File: src/rtl/slot_seq_pkg.sv
// ---------------------------------------------------------------------------
// slot_seq_pkg
// Shared constants and helpers for the slot chain sequencer.
//   - FSM state encoding (IDLE, CLEAR, RUN, DONE, TIMEOUT)
//   - role-bit indices used when building the per-slot role vectors
//   - width helpers derived from the slot count / cycle counts
//   - role_of(): role bits of one slot for a given chain length
// The TIMEOUT state is only reachable when SLOT_SEQ_STEP_TIMEOUT_EN is
// defined in the sequencer build.
// ---------------------------------------------------------------------------
package slot_seq_pkg;

  localparam int STATE_W = 3;

  localparam logic [STATE_W-1:0] ST_IDLE    = 3'd0;
  localparam logic [STATE_W-1:0] ST_CLEAR   = 3'd1;
  localparam logic [STATE_W-1:0] ST_RUN     = 3'd2;
  localparam logic [STATE_W-1:0] ST_DONE    = 3'd3;
  localparam logic [STATE_W-1:0] ST_TIMEOUT = 3'd4;

  // Bit positions inside a per-slot role vector.
  localparam int ROLE_INICIO     = 0;
  localparam int ROLE_INTERMEDIO = 1;
  localparam int ROLE_FINAL      = 2;
  localparam int N_ROLES         = 3;

  // Width of the LEN input: must hold 0..n_slots.
  function automatic int len_width(input int n_slots);
    return $clog2(n_slots + 1);
  endfunction

  // Width of the STEP output: must hold 0..n_slots-1.
  function automatic int step_width(input int n_slots);
    return (n_slots < 2) ? 1 : $clog2(n_slots);
  endfunction

  // Width of a down/up counter that must hold 0..n_cycles-1.
  function automatic int count_width(input int n_cycles);
    return (n_cycles <= 2) ? 1 : $clog2(n_cycles);
  endfunction

  // Role bits of slot idx in a chain of len slots. Slots beyond the chain
  // get no role at all; a one-slot chain is both first and last.
  function automatic logic [N_ROLES-1:0] role_of(input int idx, input int len);
    logic [N_ROLES-1:0] r;
    r = '0;
    if (idx < len) begin
      r[ROLE_INICIO]     = (idx == 0);
      r[ROLE_FINAL]      = (idx == len - 1);
      r[ROLE_INTERMEDIO] = !r[ROLE_INICIO] && !r[ROLE_FINAL];
    end
    return r;
  endfunction

endpackage

File: src/rtl/slot_rise_detect.sv
// ---------------------------------------------------------------------------
// slot_rise_detect
// Registered rising-edge detector for the slot Q vector.
//   clk    in   system clock, rising edge
//   rst_n  in   asynchronous active-low clear
//   q      in   WIDTH  raw slot Q outputs
//   rise   out  WIDTH  one-cycle pulse per bit, one clock after that bit was
//                      first sampled high
// The rise vector is registered so that a Q bit first sampled high at edge t
// is acted on by the sequencer at edge t+1.
// ---------------------------------------------------------------------------
module slot_rise_detect
  import slot_seq_pkg::*;
#(
  parameter int WIDTH = 9
) (
  input  logic             clk,
  input  logic             rst_n,
  input  logic [WIDTH-1:0] q,
  output logic [WIDTH-1:0] rise
);

  logic [WIDTH-1:0] q_d_reg;
  logic [WIDTH-1:0] rise_reg;

  always_ff @(posedge clk or negedge rst_n) begin
    if (!rst_n) begin
      q_d_reg  <= '0;
      rise_reg <= '0;
    end else begin
      q_d_reg  <= q;
      // High only for the first sample of a level: a held Q gives one pulse.
      rise_reg <= q & ~q_d_reg;
    end
  end

  assign rise = rise_reg;

endmodule

File: src/rtl/slot_chain_sequencer.sv
// ---------------------------------------------------------------------------
// slot_chain_sequencer
// Controller for a chain of up to N_SLOTS slot cells: assigns static roles,
// pulses the shared slot reset, then walks a one-hot ACTIVE token from slot 0
// to slot LEN-1, advancing when the active slot's Q rises.
//
// Ports:
//   CLK         in   system clock, rising edge
//   RESET_N     in   asynchronous active-low reset
//   START       in   level, starts a run from IDLE/DONE/TIMEOUT if LEN valid
//   ABORT       in   level, highest priority, returns to IDLE
//   LEN         in   number of slots used (1..N_SLOTS), latched at START
//   SLOT_Q      in   Q outputs of the slots
//   INICIO      out  role bit: first slot of the chain
//   INTERMEDIO  out  role bit: middle slots
//   FINAL       out  role bit: last slot of the chain
//   SLOT_RESET  out  clear pulse, CLR_CYCLES long, while in CLEAR
//   ACTIVE      out  one-hot current step, zero outside RUN
//   STEP        out  index of the current step
//   BUSY        out  high in CLEAR and RUN
//   DONE        out  high in DONE
//   TIMEOUT     out  high in TIMEOUT (constant 0 without the watchdog)
//
// Build option: define SLOT_SEQ_STEP_TIMEOUT_EN to add a per-step watchdog
// of TIMEOUT_CYCLES clocks and the TIMEOUT state.
// ---------------------------------------------------------------------------
module slot_chain_sequencer
  import slot_seq_pkg::*;
#(
  parameter int N_SLOTS        = 9,
  parameter int CLR_CYCLES     = 4,
  parameter int TIMEOUT_CYCLES = 50000000
) (
  input  logic                           CLK,
  input  logic                           RESET_N,
  input  logic                           START,
  input  logic                           ABORT,
  input  logic [len_width(N_SLOTS)-1:0]  LEN,
  input  logic [N_SLOTS-1:0]             SLOT_Q,
  output logic [N_SLOTS-1:0]             INICIO,
  output logic [N_SLOTS-1:0]             INTERMEDIO,
  output logic [N_SLOTS-1:0]             FINAL,
  output logic                           SLOT_RESET,
  output logic [N_SLOTS-1:0]             ACTIVE,
  output logic [step_width(N_SLOTS)-1:0] STEP,
  output logic                           BUSY,
  output logic                           DONE,
  output logic                           TIMEOUT
);

  localparam int LEN_W  = len_width(N_SLOTS);
  localparam int STEP_W = step_width(N_SLOTS);
  localparam int CLR_W  = count_width(CLR_CYCLES);

  localparam logic [LEN_W-1:0]   LEN_MAX      = LEN_W'(N_SLOTS);
  localparam logic [CLR_W-1:0]   CLR_INIT     = CLR_W'(CLR_CYCLES - 1);
  localparam logic [N_SLOTS-1:0] FIRST_ACTIVE = N_SLOTS'(1);

  logic [STATE_W-1:0] state_reg, state_next;
  logic [LEN_W-1:0]   len_reg, len_next;
  logic [STEP_W-1:0]  step_reg, step_next;
  logic [N_SLOTS-1:0] active_reg, active_next;
  logic [CLR_W-1:0]   clr_cnt_reg, clr_cnt_next;

  logic [N_SLOTS-1:0] inicio_reg, intermedio_reg, final_reg;
  logic [N_SLOTS-1:0] inicio_next, intermedio_next, final_next;

  logic [N_SLOTS-1:0] rise;
  logic               start_ok;
  logic               advance;
  logic               last_step;

`ifdef SLOT_SEQ_STEP_TIMEOUT_EN
  localparam int            TO_W    = count_width(TIMEOUT_CYCLES);
  localparam logic [TO_W-1:0] TO_LAST = TO_W'(TIMEOUT_CYCLES - 1);
  logic [TO_W-1:0] to_cnt_reg, to_cnt_next;
`else
  // Watchdog limit has no effect in this build.
  logic unused_timeout_cfg;
  assign unused_timeout_cfg = (TIMEOUT_CYCLES > 0);
`endif

  // -------------------------------------------------------------------------
  // Edge detection on the slot outputs
  // -------------------------------------------------------------------------
  slot_rise_detect #(
    .WIDTH (N_SLOTS)
  ) u_rise (
    .clk   (CLK),
    .rst_n (RESET_N),
    .q     (SLOT_Q),
    .rise  (rise)
  );

  assign start_ok = START && (LEN != '0) && (LEN <= LEN_MAX);

  // ACTIVE is one-hot at STEP, so masking the rise vector with it selects
  // the rise of the current slot without a variable index.
  assign advance = |(rise & active_reg);

  assign last_step = (LEN_W'(step_reg) == (len_reg - LEN_W'(1)));

  // -------------------------------------------------------------------------
  // Next-state logic
  // -------------------------------------------------------------------------
  always_comb begin
    state_next   = state_reg;
    len_next     = len_reg;
    step_next    = step_reg;
    active_next  = active_reg;
    clr_cnt_next = clr_cnt_reg;
`ifdef SLOT_SEQ_STEP_TIMEOUT_EN
    to_cnt_next  = to_cnt_reg;
`endif

    if (ABORT) begin
      state_next  = ST_IDLE;
      active_next = '0;
    end else begin
      case (state_reg)
        ST_IDLE, ST_DONE: begin
          if (start_ok) begin
            state_next   = ST_CLEAR;
            len_next     = LEN;
            clr_cnt_next = CLR_INIT;
            active_next  = '0;
          end
        end

`ifdef SLOT_SEQ_STEP_TIMEOUT_EN
        ST_TIMEOUT: begin
          if (start_ok) begin
            state_next   = ST_CLEAR;
            len_next     = LEN;
            clr_cnt_next = CLR_INIT;
            active_next  = '0;
          end
        end
`endif

        ST_CLEAR: begin
          if (clr_cnt_reg == '0) begin
            state_next  = ST_RUN;
            step_next   = '0;
            active_next = FIRST_ACTIVE;
`ifdef SLOT_SEQ_STEP_TIMEOUT_EN
            to_cnt_next = '0;
`endif
          end else begin
            clr_cnt_next = clr_cnt_reg - CLR_W'(1);
          end
        end

        ST_RUN: begin
          if (advance) begin
            if (last_step) begin
              // STEP keeps the last index so the display can show it.
              state_next  = ST_DONE;
              active_next = '0;
            end else begin
              step_next   = step_reg + STEP_W'(1);
              active_next = active_reg << 1;
`ifdef SLOT_SEQ_STEP_TIMEOUT_EN
              to_cnt_next = '0;
`endif
            end
          end
`ifdef SLOT_SEQ_STEP_TIMEOUT_EN
          // An advance in the expiry cycle takes precedence over the watchdog.
          else if (to_cnt_reg == TO_LAST) begin
            state_next  = ST_TIMEOUT;
            active_next = '0;
          end else begin
            to_cnt_next = to_cnt_reg + TO_W'(1);
          end
`endif
        end

        default: begin
          state_next  = ST_IDLE;
          active_next = '0;
        end
      endcase
    end
  end

  // -------------------------------------------------------------------------
  // State registers
  // -------------------------------------------------------------------------
  always_ff @(posedge CLK or negedge RESET_N) begin
    if (!RESET_N) begin
      state_reg   <= ST_IDLE;
      len_reg     <= '0;
      step_reg    <= '0;
      active_reg  <= '0;
      clr_cnt_reg <= '0;
`ifdef SLOT_SEQ_STEP_TIMEOUT_EN
      to_cnt_reg  <= '0;
`endif
    end else begin
      state_reg   <= state_next;
      len_reg     <= len_next;
      step_reg    <= step_next;
      active_reg  <= active_next;
      clr_cnt_reg <= clr_cnt_next;
`ifdef SLOT_SEQ_STEP_TIMEOUT_EN
      to_cnt_reg  <= to_cnt_next;
`endif
    end
  end

  // -------------------------------------------------------------------------
  // Role bits: re-derived from the latched length every cycle, so they change
  // one clock after a latch and stay put until the next one.
  // -------------------------------------------------------------------------
  for (genvar gi = 0; gi < N_SLOTS; gi++) begin : g_role
    logic [N_ROLES-1:0] role_bits;
    assign role_bits           = role_of(gi, int'(len_reg));
    assign inicio_next[gi]     = role_bits[ROLE_INICIO];
    assign intermedio_next[gi] = role_bits[ROLE_INTERMEDIO];
    assign final_next[gi]      = role_bits[ROLE_FINAL];
  end

  always_ff @(posedge CLK or negedge RESET_N) begin
    if (!RESET_N) begin
      inicio_reg     <= '0;
      intermedio_reg <= '0;
      final_reg      <= '0;
    end else begin
      inicio_reg     <= inicio_next;
      intermedio_reg <= intermedio_next;
      final_reg      <= final_next;
    end
  end

  // -------------------------------------------------------------------------
  // Outputs
  // -------------------------------------------------------------------------
  assign INICIO     = inicio_reg;
  assign INTERMEDIO = intermedio_reg;
  assign FINAL      = final_reg;
  assign ACTIVE     = active_reg;
  assign STEP       = step_reg;
  assign SLOT_RESET = (state_reg == ST_CLEAR);
  assign BUSY       = (state_reg == ST_CLEAR) || (state_reg == ST_RUN);
  assign DONE       = (state_reg == ST_DONE);
`ifdef SLOT_SEQ_STEP_TIMEOUT_EN
  assign TIMEOUT    = (state_reg == ST_TIMEOUT);
`else
  assign TIMEOUT    = 1'b0;
`endif

endmodule

File: config.mk
export PLATFORM = sky130hd
export DESIGN_NAME = slot_chain_sequencer
export DESIGN_NICKNAME = d
export VERILOG_FILES = /design/src/rtl/slot_seq_pkg.sv /design/src/rtl/slot_rise_detect.sv /design/src/rtl/slot_chain_sequencer.sv
export SDC_FILE = /design/constraint.sdc
export NUM_CORES = 1
export LEC_CHECK = 0
export ABC_AREA = 1
export BUFFER_PORTS_ARGS = -buffer_cell sky130_fd_sc_hd__buf_2
export CELL_PAD_IN_SITES_DETAIL_PLACEMENT = 0
export CELL_PAD_IN_SITES_GLOBAL_PLACEMENT = 1
export CORE_ASPECT_RATIO = 1.1
export CORE_MARGIN = 2
export CORE_UTILIZATION = 36
export DETAILED_ROUTE_END_ITERATION = 8
export GPL_TIMING_DRIVEN = 1
export HOLD_SLACK_MARGIN = 0.06
export PLACE_DENSITY = 0.81
export SYNTH_ARGS = -nofsm -noshare
export SYNTH_HDL_FRONTEND = slang
export SYNTH_SLANG_ARGS = --single-unit
export TNS_END_PERCENT = 100
File: constraint.sdc
create_clock -name CLK -period 1.7 [get_ports CLK]
set_input_delay 0.17 -clock CLK [delete_from_list [all_inputs] [get_ports CLK]]
set_output_delay 0.17 -clock CLK [all_outputs]
set_load 0.02 [all_outputs]
Word-level counts from Yosys, hierarchy flattened
Index checks and enable logic that the tools add are counted.
{"block": "classes", "n_addsub": 4, "mux": 28, "magnitude_cmp": 10, "n_eq_ne": 21, "n_reduce_logical": 24, "n_bitwise": 4}
{"cell": "$mux W9", "n": 5}
{"cell": "$mux W3", "n": 14}
{"cell": "$logic_not A32 Y1", "n": 1}
{"cell": "$pmux W9 S3", "n": 1}
{"cell": "$eq A4 B5 Y1 const A", "n": 4}
{"cell": "$and A9 B9 Y9", "n": 2}
{"cell": "$lt A3 B4 Y1 const A", "n": 4}
{"cell": "$mux W4", "n": 3}
{"cell": "$eq A3 B5 Y1 const A", "n": 2}
{"cell": "$ne A3 B3 Y1 const B", "n": 3}
{"cell": "$not A9 Y9", "n": 1}
{"cell": "$pmux W3 S3", "n": 1}
{"cell": "$reduce_or A9 Y1", "n": 1}
{"cell": "$logic_not A1 Y1", "n": 8}
{"cell": "$lt A1 B4 Y1 const A", "n": 2}
{"cell": "$lt A2 B4 Y1 const A", "n": 2}
{"cell": "$ne A2 B2 Y1 const B", "n": 4}
{"cell": "$pmux W4 S2", "n": 1}
{"cell": "$reduce_and A4 Y1", "n": 2}
{"cell": "$eq A3 B2 Y1 const B", "n": 2}
{"cell": "$reduce_and A3 Y1", "n": 2}
{"cell": "$eq A2 B5 Y1 const A", "n": 1}
{"cell": "$eq A5 B5 Y1 const A", "n": 1}
{"cell": "$reduce_and A5 Y1", "n": 1}
{"cell": "20 further kinds", "n": 23}
{"block": "word_totals", "word_cells": 101, "register_bits": 67, "input_bits": 17, "out_inout_bits": 44}

Longest topological paths before layout
Gate-level depths: netlist of run 1.
{"block": "depth", "ltp_word": 6, "ltp_mapped": 13, "depth_no_buf": 13}

By module
From an unflattened synthesis of run 1, not the netlist that was laid out.
{"block": "unflattened", "hier_cells": 300, "area_unflattened_um2": 2646.3}
{"mod": "slot_chain_sequencer", "cells_each": 264, "area_each_um2": 2105.8, "n_inst": 1, "seq_area_each_um2": 975.9}
{"mod": "slot_rise_detect", "cells_each": 36, "area_each_um2": 540.5, "n_inst": 1, "seq_area_each_um2": 450.4}

Least setup slack after synthesis of run 1
No wires, ideal clock.
{"block": "synth_path", "path_kind": "reg2reg", "start": "register len_reg[0]", "end": "register active_reg[1], in the netlist ACTIVE[1]", "arrival_ns": 1.514, "path_buffers": 0, "path_slack_ns": 0.069, "period_less_slack_ns": 1.631, "t_required_ns": 1.583, "setup_time_ns": 0.117, "path_stages_with_launch": 14, "path_cell_list": "dfrtp_1 -> inv_1 -> ha_1 -> inv_1 -> nand2_1 -> nand2_2 -> nand2_2 -> nand2_2 -> nor2_4 -> nand2_2 -> inv_2 -> nor2_1 -> nand2_1 -> nand2_1"}
{"block": "synth_between", "elab_chain_cells": 6}
{"item": "start, declared", "line": "slot_chain_sequencer.sv:60", "text": "logic [LEN_W-1:0] len_reg, len_next;"}
{"item": "start signal, assigned", "line": "slot_chain_sequencer.sv:202", "text": "len_reg <= len_next;"}
{"item": "$sub A4 B1 Y4", "line": "slot_chain_sequencer.sv:101", "text": "assign last_step = (LEN_W'(step_reg) == (len_reg - LEN_W'(1)));"}
{"item": "$eq A4 B4 Y1", "line": "slot_chain_sequencer.sv:101"}
{"item": "$mux W9", "line": "slot_chain_sequencer.sv:156", "text": "if (last_step) begin"}
{"item": "$mux W9", "line": "slot_chain_sequencer.sv:155", "text": "if (advance) begin"}
{"item": "$pmux W9 S3", "line": "slot_chain_sequencer.sv:120", "text": "case (state_reg)"}
{"item": "$mux W9", "line": "slot_chain_sequencer.sv:116", "text": "if (ABORT) begin"}
{"item": "end signal, assigned", "line": "slot_chain_sequencer.sv:204", "text": "active_reg <= active_next;"}
{"item": "end, declared", "line": "slot_chain_sequencer.sv:62", "text": "logic [N_SLOTS-1:0] active_reg, active_next;"}
Every way passes these cells. The select of a mux whose other input is x is not followed.
A chain may end at the register's enable or synchronous reset.

Final worst setup path of run 1
{"block": "layout_path", "start": "register len_reg[0]", "end": "register state_reg[0]"}
{"block": "layout_between", "elab_chain_cells": 4}
{"item": "$sub A4 B1 Y4", "line": "slot_chain_sequencer.sv:101"}
{"item": "$eq A4 B4 Y1", "line": "slot_chain_sequencer.sv:101"}
{"item": "$ne A3 B3 Y1 (no line)"}
{"item": "$reduce_and A4 Y1 (no line)"}
{"item": "end signal, assigned", "line": "slot_chain_sequencer.sv:201", "text": "state_reg <= state_next;"}
{"item": "end, declared", "line": "slot_chain_sequencer.sv:59", "text": "logic [STATE_W-1:0] state_reg, state_next;"}
Every way passes these cells.

==> impl_results.md, run 1 <==
- Final core utilization: 47.9%
- All-Layer GR Usage: 15.0%
- Worst r2r path cells: 13
- Number of global-route vias before repair: 1990
- CTS tree: yes
- Mux share of post-synthesis cell area: 0%
- CTS max path bufs: 2
- Tcrit/Tclk final: 92.1%
- Post-Place Setup Slack: -0.000342 ns
- Power per cell area: 1560 nW/um2
- # diodes: 0
- Worst setup SP type: flip-flop
- Post-Synth XOR/XNOR Area: 1.34%
- Routed wire length: 5.48 mm
- DP Area: 3040 um2
- Port Buffers: 50
- Post-Synth Simple-Gate Area: 25.4%
- Global-route wire length before repair: 9.28 mm
- CTS Buf Count: 9
- Crit path kind: flip-flop to flip-flop
- DP Wirelength: 4.04 mm
- Routability cong.: 0.809
- Worst hold path type: input pin to flip-flop
- H-tree Lvls: 3
- Outcome: completed
- Worst Clk Skew: 0.00843 ns
- Fin crit period: 1.57 ns
- Measured slew at the worst slew-check pin: 0.520 ns
- Commonest non-fill, non-tap cell in the layout: nand2_1
- Total leakage power: 1.86 nW
- Clk sinks: 57
- Worst Setup End Kind: flip-flop
- Post-Syn Instances: 299
- GRT Residual Overflow: 0
- Yosys warns: 0
- Final nets: 413
- Pre-Repair DR Iteration Count: 4
- Share of cells above drive strength 1: 26.0%
- FP Rows: 32
- Yosys cell types: 28
- Most frequent cells in the layout: 80 x nand2_1, 57 x dfrtp_1, 50 x buf_2
- Die H: 93.5 um
- Post-DR wirelength/cell: 11.6 um
- Initial antenna violation count: 0
- Mean Syn Cell Area: 8.77 um2
- Starting DRT DRC Count: 73
- Area Overhead vs Synth: 28.6%
- Routed vias: 2107
- Critical path arrival: 1.79 ns
- Peak VDD IR: 0.732 mV
- Clock Latency Late Sink: 0.33 ns
- Die area: 7980 um2
- Max-cap viol count: 0
- Largest net degree at the start of global routing: 24
- Hold Path Stages: 3
- Compound-Gate Fraction of Synth Area: 4.29%
- Crit-path max FO: 4
- CP required: 1.92 ns
- Clock slew at reported path FFs: 0.06 ns
- IO Pins: 61
- Rel. slew slack: 65.3%
- #FFs+latches synth: 57
- Combinational family with the most area after synthesis: simple AND/OR/NAND/NOR gates
- DIE WIDTH: 85.4 um
- Final hold vios: 0
- Cell Area, Synth: 2620 um2
- Setup violators final: 0
- Fin Hold WS: 0.0864 ns
- Final Cell Area: 3370 um2
- Residual DRC: 0
- Maximum clock rate: 638 MHz
- Worst Setup Slack, final: 0.134 ns
- Core ar.: 7050 um2
- Sequential-to-total area share from yosys stat: 54.4%
- Via/cell ratio: 4.45
- CTS Root Cell: clkbuf_8
- Post-route ant nets: 0
- Synth Area in Adders: 5.73%
- Starting Density: 37.2%
- Slew Limit Fails: 0
[routing by layer]
layer	track usage (%)	vias to the layer above	part of all wire, %
met4	7.94	0	1.9
li1	-	1074	-
met5	0	-	0
met1	19.6	989	45
met3	3.00	6	3.6
met2	23.4	38	49
[worst max-delay path, cell delays in order, from the launching register on]
cell,delay (ns)
dfrtp_1,0.39
inv_2,0.10
ha_4,0.15
inv_1,0.05
nand2_2,0.09
nand2_4,0.07
nand2_2,0.06
nand2_2,0.06
nor2_4,0.12
nand2_2,0.09
nand2_2,0.11
nand2_2,0.06
nand2_1,0.06
nand2_1,0.05
[final cells by class]
class                           count  area, um2
Tap cell                           85        106
Multi-Input combinational cell    201       1020
Fill cell                         703       3670
Inverter                           38        149
Clock inverter                      3       40.0
Clock buffer                       13        149
Timing Repair Buffer               77        478
Sequential cell                    57       1430
[what timing repair did]
| item | 4_1_cts | 5_1_grt |
|---|---|---|
| pin swaps | 0 | 3 |
| hold buffers | 10 | 0 |
| gates cloned | 0 | 0 |
| gates resized for setup | 1 | 8 |
| hold endpoints to repair | 39 | 0 |
| buffers inserted | 0 | 2 |
| setup endpoints to repair | 2 | 15 |
[cells in the mapped netlist, drive strengths merged]
library cell,count,share of area [%]
nor2,37,5.7
inv,37,5.3
xnor2,1,0.33
ha,12,5.7
conb,1,0.14
o21bai,1,0.29
nand3,18,3.6
nor4,2,0.48
a21oi,7,1.3
dfrtp,57,54
buf,12,3.2
xor2,3,1.0
nand4,1,0.24
o21ai,9,1.7
nand2,89,14
nor3,6,1.5
clkinv,1,0.14
nand3b,1,0.29
a31oi,4,0.95
[power by group]
group	internal, W	switching [W]
clock	0.000713	0.000501
sequential	0.00164	0.000134
combinational	0.000791	0.00150
[logic make-up (layout without fill, tap and decap cells)]
logic type                 count (synthesis)  in the layout
AOI/OAI and AO/OA                         21             21
xor gates and xnor gates                   4              4
adders and majority gates                 12             12
buffers and inverters                     50            131
DFF                                       57             57
other                                      1             10
and+or+nand+nor                          154            154
[path summary, 6_finish.rpt]
path / end / slack [ns] / start
max: state_reg[0]$_DFFE_PN0P_ / 0.13 / len_reg[0]$_DFFE_PN0P_
min: len_reg[0]$_DFFE_PN0P_ / 0.09 / LEN[0]
max reg2reg: state_reg[0]$_DFFE_PN0P_ / 0.13 / len_reg[0]$_DFFE_PN0P_
min reg2reg: u_rise.rise[1]$_DFF_PN0_ / 0.39 / u_rise.q_d_reg[1]$_DFF_PN0_
max in group asynchronous: ACTIVE[7]$_DFFE_PN0P_ / 0.69 / RESET_N
min in group asynchronous: clr_cnt_reg[0]$_DFFE_PN0P_ / 0.35 / RESET_N
[through the flow]
stage               std cells  total power (W)   TNS [ns]
floorplan                 308          0.00328          0
detailed placement        446          0.00398  -0.000342
CTS                       472          0.00524          0
global route              474          0.00567    -0.0281
finish                    474          0.00528          0
global placement          446          0.00393          0
Note: power is estimated with default switching activity, not from simulation.
==> run 2: changes to the inputs <==
Settings changed: BUFFER_PORTS_ARGS -buffer_cell sky130_fd_sc_hd__buf_2 to default, CORE_UTILIZATION 36 to 42, DONT_BUFFER_PORTS from default to 1, PLACE_DENSITY 0.81 to 0.8, SETUP_SLACK_MARGIN from default to 0.2.
==> run 2 against run 1 <==
Via count fell by 2.8%. Utilization is 8.3 points higher. Count of clock-buffer cells in the layout grew 1. Largest power group unchanged. Flip-flop and latch count unchanged. Critical path type unchanged. Clock power increased by 17%. Sequential power increased by 14%. Maximum frequency increased by 1.9%.
==> impl_results.md, run 2 (synthesis results as in run 1) <==
- FP Rows: 30
- Starting DRT DRC Count: 107
- Global-route wire length before repair: 9.08 mm
- Die H: 86.9 um
- Core ar.: 6120 um2
- Die area: 6890 um2
- Final nets: 383
- Final hold vios: 0
- Routability cong.: 0.862
- Setup crit start: len_reg[0]$_DFFE_PN0P_
- Largest net degree at the start of global routing: 58
- Flop2flop setup slack: 0.16 ns
- Worst Clk Skew: 0.00635 ns
- Crit-path cells: inv_4 -> ha_4 -> inv_4 -> nand2_4 -> nand2_4 -> nand2_2 -> nand2_2 -> nor2_4 -> nand3_2 -> nand3b_1 -> nand2_1
- CTS Root Cell: clkbuf_8
- Worst setup SP type: flip-flop
- CTS Buf Count: 9
- Post-route ant nets: 0
- RSZ-0062 raised after global routing: true
- Reg-to-reg endpoint: STEP[1]$_DFFE_PN0P_
- # diodes: 0
- Final core utilization: 56.2%
- CTS tree: yes
- Crit path kind: flip-flop to flip-flop
- Slowest cell on crit path: dfrtp_1
- Setup TNS: 0 ns
- Reg2reg start: len_reg[0]$_DFFE_PN0P_
- Maximum clock rate: 651 MHz
- Worst r2r path cells: 11
- Slew Limit Fails: 0
- H-tree Lvls: 3
- Peak VDD IR: 0.725 mV
- Tcrit/Tclk final: 90.4%
- Residual DRC: 0
- Starting Density: 42.9%
- Commonest non-fill, non-tap cell in the layout: nand2_1
- All-Layer GR Usage: 17.5%
- CP required: 1.93 ns
- CTS max path bufs: 2
- DP Wirelength: 3.84 mm
- Critical Path Sink: STEP[1]$_DFFE_PN0P_
- Port Buffers: 0
- Power per cell area: 1670 nW/um2
- Routed vias: 2048
- Slowest stage delay, CP: 0.40 ns
- Routed wire length: 5.55 mm
- Outcome: completed
- Share of cells above drive strength 1: 22.8%
- GRT Residual Overflow: 0
- Worst Setup End Kind: flip-flop
- Via/cell ratio: 4.67
- Clock Latency Late Sink: 0.33 ns
- Post-DR wirelength/cell: 12.6 um
- Setup violators final: 0
- Most frequent cells in the layout: 75 x nand2_1, 57 x dfrtp_1, 31 x nor2_1
- Fin crit period: 1.54 ns
- Pre-Repair DR Iteration Count: 4
- Crit-path max FO: 5
- DIE WIDTH: 79.3 um
- Total leakage power: 1.77 nW
- Critical path arrival: 1.76 ns
- Number of global-route vias before repair: 1923
- Worst hold path type: input pin to flip-flop
- Max-cap viol count: 0
- IO Pins: 61
- Initial antenna violation count: 0
- Clock slew at reported path FFs: 0.06 ns
- Clk sinks: 57
- Area Overhead vs Synth: 31.2%
==> run 2: worst min-delay path by stage <==
stage,from,end,slack [ns],depth (start not counted)
after CTS,RESET_N,INTERMEDIO[8]$_DFF_PN0_,-0.49,0
final,ABORT,clr_cnt_reg[1]$_DFFE_PN0P_,0.11,3
after global routing,ABORT,clr_cnt_reg[0]$_DFFE_PN0P_,0.14,3
after global placement,RESET_N,STEP[0]$_DFFE_PN0P_,-0.12,0
after floorplan,RESET_N,ACTIVE[0]$_DFFE_PN0P_,-0.13,0
after detailed placement,RESET_N,STEP[0]$_DFFE_PN0P_,-0.12,0
==> run 2: cell type report <==
| type | instances | area, um2 |
|---|---|---|
| inverters | 38 | 160 |
| clock inverters | 2 | 60.1 |
| well taps | 80 | 100 |
| clock buffers | 14 | 163 |
| fillers | 537 | 2680 |
| flip-flops and latches | 57 | 1430 |
| multi-input cells | 201 | 1120 |
| repair buffers | 47 | 414 |
==> run 2: repair_timing <==
| action | in CTS | in global routing |
|---|---|---|
| setup endpoints to repair | 16 | 29 |
| buffers inserted | 7 | 3 |
| hold endpoints to repair | 82 | 57 |
| hold buffers | 14 | 2 |
| pin swaps | 3 | 3 |
| gates cloned | 0 | 0 |
| resized for setup | 10 | 20 |
==> run 2: report_power, final <==
part / switching [W] / internal, W
Combinational: 0.00142 / 0.000896
Sequential: 0.000362 / 0.00164
Clock: 0.000505 / 0.000908
Total: 0.00229 / 0.00345
==> run 2: routing by layer <==
layer  GRT usage, %  vias up  wire length, um
li1               -     1026                -
met1           20.7      955             2280
met2           28.7       59             2820
met3           6.33        8              337
met4           7.21        0              109
met5              0        -                0
==> run 2: metrics by stage <==
step	area (um2)	setup WS, ns	hold slack (ns)	instances	total power, W
after CTS	3320	0.174	-0.488	434	0.00553
final	3440	0.163	0.111	439	0.00574
after global routing	3440	0.0406	0.138	439	0.00613
after floorplan	2700	0.175	-0.126	308	0.00337
after detailed placement	2870	0.0635	-0.123	397	0.00386
after global placement	2870	0.0906	-0.123	397	0.00381
==> run 2: critical path, delay by kind of cell (launching register included) <==
| family | cells | cell delay, ns |
|---|---|---|
| simple gates | 8 | 0.72 |
| fa+ha+maj | 1 | 0.17 |
| flops | 1 | 0.40 |
| buf+inv | 2 | 0.14 |
==> run 3: changes to the inputs <==
Settings changed: ABC_AREA 1 to default, CORE_UTILIZATION 42 to 44, TNS_END_PERCENT 100 to 20.
==> run 3 against run 2 <==
The flow now finishes with violations (setup timing). Wire length is 6.8% higher. Total power is 15% higher. Worst setup slack worse by 0.40 ns. Critical path type unchanged. Highest routed layer unchanged.
==> impl_results.md, run 3 <==
- Dominant cells by area after synthesis: dfrtp_1 53%, ha_1 5.6%, nor2b_1 3.0%
- Peak VDD IR: 1.03 mV
- Max-cap viol count: 0
- Pre-Repair DR Iteration Count: 4
- Area Overhead vs Synth: 38.0%
- Outcome: complete, but fails checks
- Largest net degree at the start of global routing: 58
- Slowest cell on crit path: dfrtp_2
- Number of synthesized flops with an enable pin: 0
- Post-DR wirelength/cell: 15.8 um
- Cell taking the most area after synthesis: dfrtp_1
- Starting DRT DRC Count: 48
- Most instantiated cells after synthesis: 57 x dfrtp_1, 15 x a21oi_1, 15 x nand2_1, 15 x nor2_1, 13 x nor2b_1
- Maximum clock rate: 517 MHz
- Worst Setup Slack, final: -0.234 ns
- Yosys cell types: 52
- DP Wirelength: 3.87 mm
- Cell Area, Synth: 2680 um2
- Post-synth top area share: 53.3%
- Initial antenna violation count: 0
- FP Rows: 29
- Clock Latency Late Sink: 0.35 ns
- Port Buffers: 0
- Global-route wire length before repair: 9.77 mm
- Routability cong.: 0.833
- Clock slew at reported path FFs: 0.07 ns
- Worst Clk Skew: 0.0110 ns
- Worst Setup End Kind: flip-flop
- Commonest non-fill, non-tap cell in the layout: dfrtp_1
- Total leakage power: 1.66 nW
- Yosys warns: 0
- Slew Limit Fails: 0
- Routed vias: 1924
- Cell with the most instances after synthesis: dfrtp_1
- CTS tree: yes
- Mux share of post-synthesis cell area: 3.32%
- Fin crit period: 1.93 ns
- CTS Root Cell: clkbuf_8
- Worst hold path type: input pin to flip-flop
- Core ar.: 5810 um2
- Final Non-Filler Cells: 375
- H-tree Lvls: 3
- Via/cell ratio: 5.13
- CP delay by family, top: flip-flops
- CTS max path bufs: 2
- Clk sinks: 57
- Setup TNS: -2.86 ns
- Post-Synth XOR/XNOR Area: 2.48%
- Crit-path cells: inv_4 -> ha_4 -> xnor2_4 -> nor4_4 -> a22oi_4 -> a21oi_4 -> mux2_4
- CP required: 1.94 ns
- DIE WIDTH: 78.3 um
- Worst setup SP type: flip-flop
- Compound-Gate Fraction of Synth Area: 16.1%
- Top_reg_cell synth: dfrtp_1
- Residual DRC: 0
- Setup violators final: 14
- Die H: 85.8 um
- CTS Buf Count: 9
- Cells after DPL: 342
- Critical path arrival: 2.17 ns
- IO Pins: 61
- Slowest stage delay, CP: 0.43 ns
- Most frequent cells in the layout: 55 x dfrtp_1, 30 x buf_4, 15 x dlygate4sd3_1
- Starting Density: 46.1%
- Sequential-to-total area share from yosys stat: 53.3%
- Post-Synth Simple-Gate Area: 13.5%
- Routed wire length: 5.93 mm
- Final hold vios: 0
- All-Layer GR Usage: 19.3%
- GRT Residual Overflow: 0
- Crit-path max FO: 3
- Die area: 6720 um2
- Mean Syn Cell Area: 11.3 um2
- Number of global-route vias before repair: 2026
- Failing checks: setup timing
- Final nets: 322
- Synth Area in Adders: 5.61%
- Tcrit/Tclk final: 114%
- Combinational family with the most area after synthesis: compound AO/OA/AOI/OAI gates
- Post-route ant nets: 0
- Post-synthesis async set-or-reset flop share: 100%
- Crit path kind: flip-flop to flip-flop
- Post-Syn Instances: 237
- #FFs+latches synth: 57
- Power per cell area: 1790 nW/um2
- Share of cells above drive strength 1: 36.6%
- Crit path buffers/inverters: 1
- # diodes: 0
- RSZ-0062 raised after global routing: true
## run 3: repair_timing
| item | 4_1_cts | 5_1_grt |
|---|---|---|
| endpoints found under the setup margin | 35 | 35 |
| hold buffers | 16 | 0 |
| resized for setup | 29 | 27 |
| hold endpoints to repair | 84 | 0 |
| setup buffers | 1 | 0 |
| pin swaps | 23 | 17 |
## run 3: cell type report
type,count,area (um2)
fill,465,2110
sequential,57,1430
multi-input combinational,161,1430
timing repair buffer,53,490
clock buffer,9,124
tap,77,96.3
clock inverter,7,71.3
inverter,11,52.6
## run 3: kinds of logic after synthesis
| kind of cell | after synthesis |
|---|---|
| AO/OA/AOI/OAI | 61 |
| other | 1 |
| multiplexers | 8 |
| XOR/XNOR | 6 |
| flip-flops | 57 |
| AND/OR/NAND/NOR | 64 |
| adder cells (fa/ha/maj) | 12 |
| buffers and inverters | 28 |
## run 3: through the flow
stage	setup WS [ns]	utilization, %	hold WS [ns]	instance area, um2	power, W
finish	-0.234	63.6	0.0790	3690	0.00660
global route	-0.304	63.6	0.0859	3690	0.00699
CTS	-0.257	61.5	0.0691	3570	0.00626
detailed placement	-0.326	52.9	-0.124	3070	0.00467
global placement	-0.245	52.9	-0.124	3070	0.00462
floorplan	-0.295	-	-0.126	2820	0.00392
## run 3: path summary, 6_finish.rpt
check                                            start                  endpoint  slack [ns]  depth (start not counted)
max                             len_reg[0]$_DFFE_PN0P_  state_reg[0]$_DFFE_PN0P_       -0.23                          7
min in group asynchronous                      RESET_N   INTERMEDIO[5]$_DFF_PN0_        0.35                          2
min                                              ABORT       STEP[2]$_DFFE_PN0P_        0.08                          3
min reg2reg                u_rise.q_d_reg[0]$_DFF_PN0_  u_rise.rise[0]$_DFF_PN0_        0.39                          1
max in group asynchronous                      RESET_N    len_reg[1]$_DFFE_PN0P_        1.10                          2
max reg2reg                     len_reg[0]$_DFFE_PN0P_  state_reg[0]$_DFFE_PN0P_       -0.23                          7
## run 3: layer usage
| layer | GRT usage [%] | vias to the layer above | share of wire, % |
|---|---|---|---|
| li1 | - | 930 | - |
| met1 | 21.2 | 941 | 40 |
| met2 | 33.7 | 40 | 53 |
| met3 | 6.11 | 13 | 4.6 |
| met4 | 9.57 | 0 | 2.2 |
| met5 | 0 | - | 0 |
## run 3: worst register-to-register path: cells and delay by family, from the launching register on
family	cells	cell delay (ns)
multiplexers	1	0.31
adder cells (fa/ha/maj)	1	0.21
AO/OA/AOI/OAI	2	0.32
buffers and inverters	1	0.08
AND/OR/NAND/NOR	1	0.32
flip-flops	1	0.43
XOR/XNOR	1	0.15
## run 3: where the power goes
part	internal (W)	total (W)	leakage, nW	switching (W)
clock	0.000674	0.00125	0.103	0.000575
sequential	0.00164	0.00202	0.716	0.000379
combinational	0.00156	0.00333	0.836	0.00177
total	0.00387	0.00660	1.66	0.00272
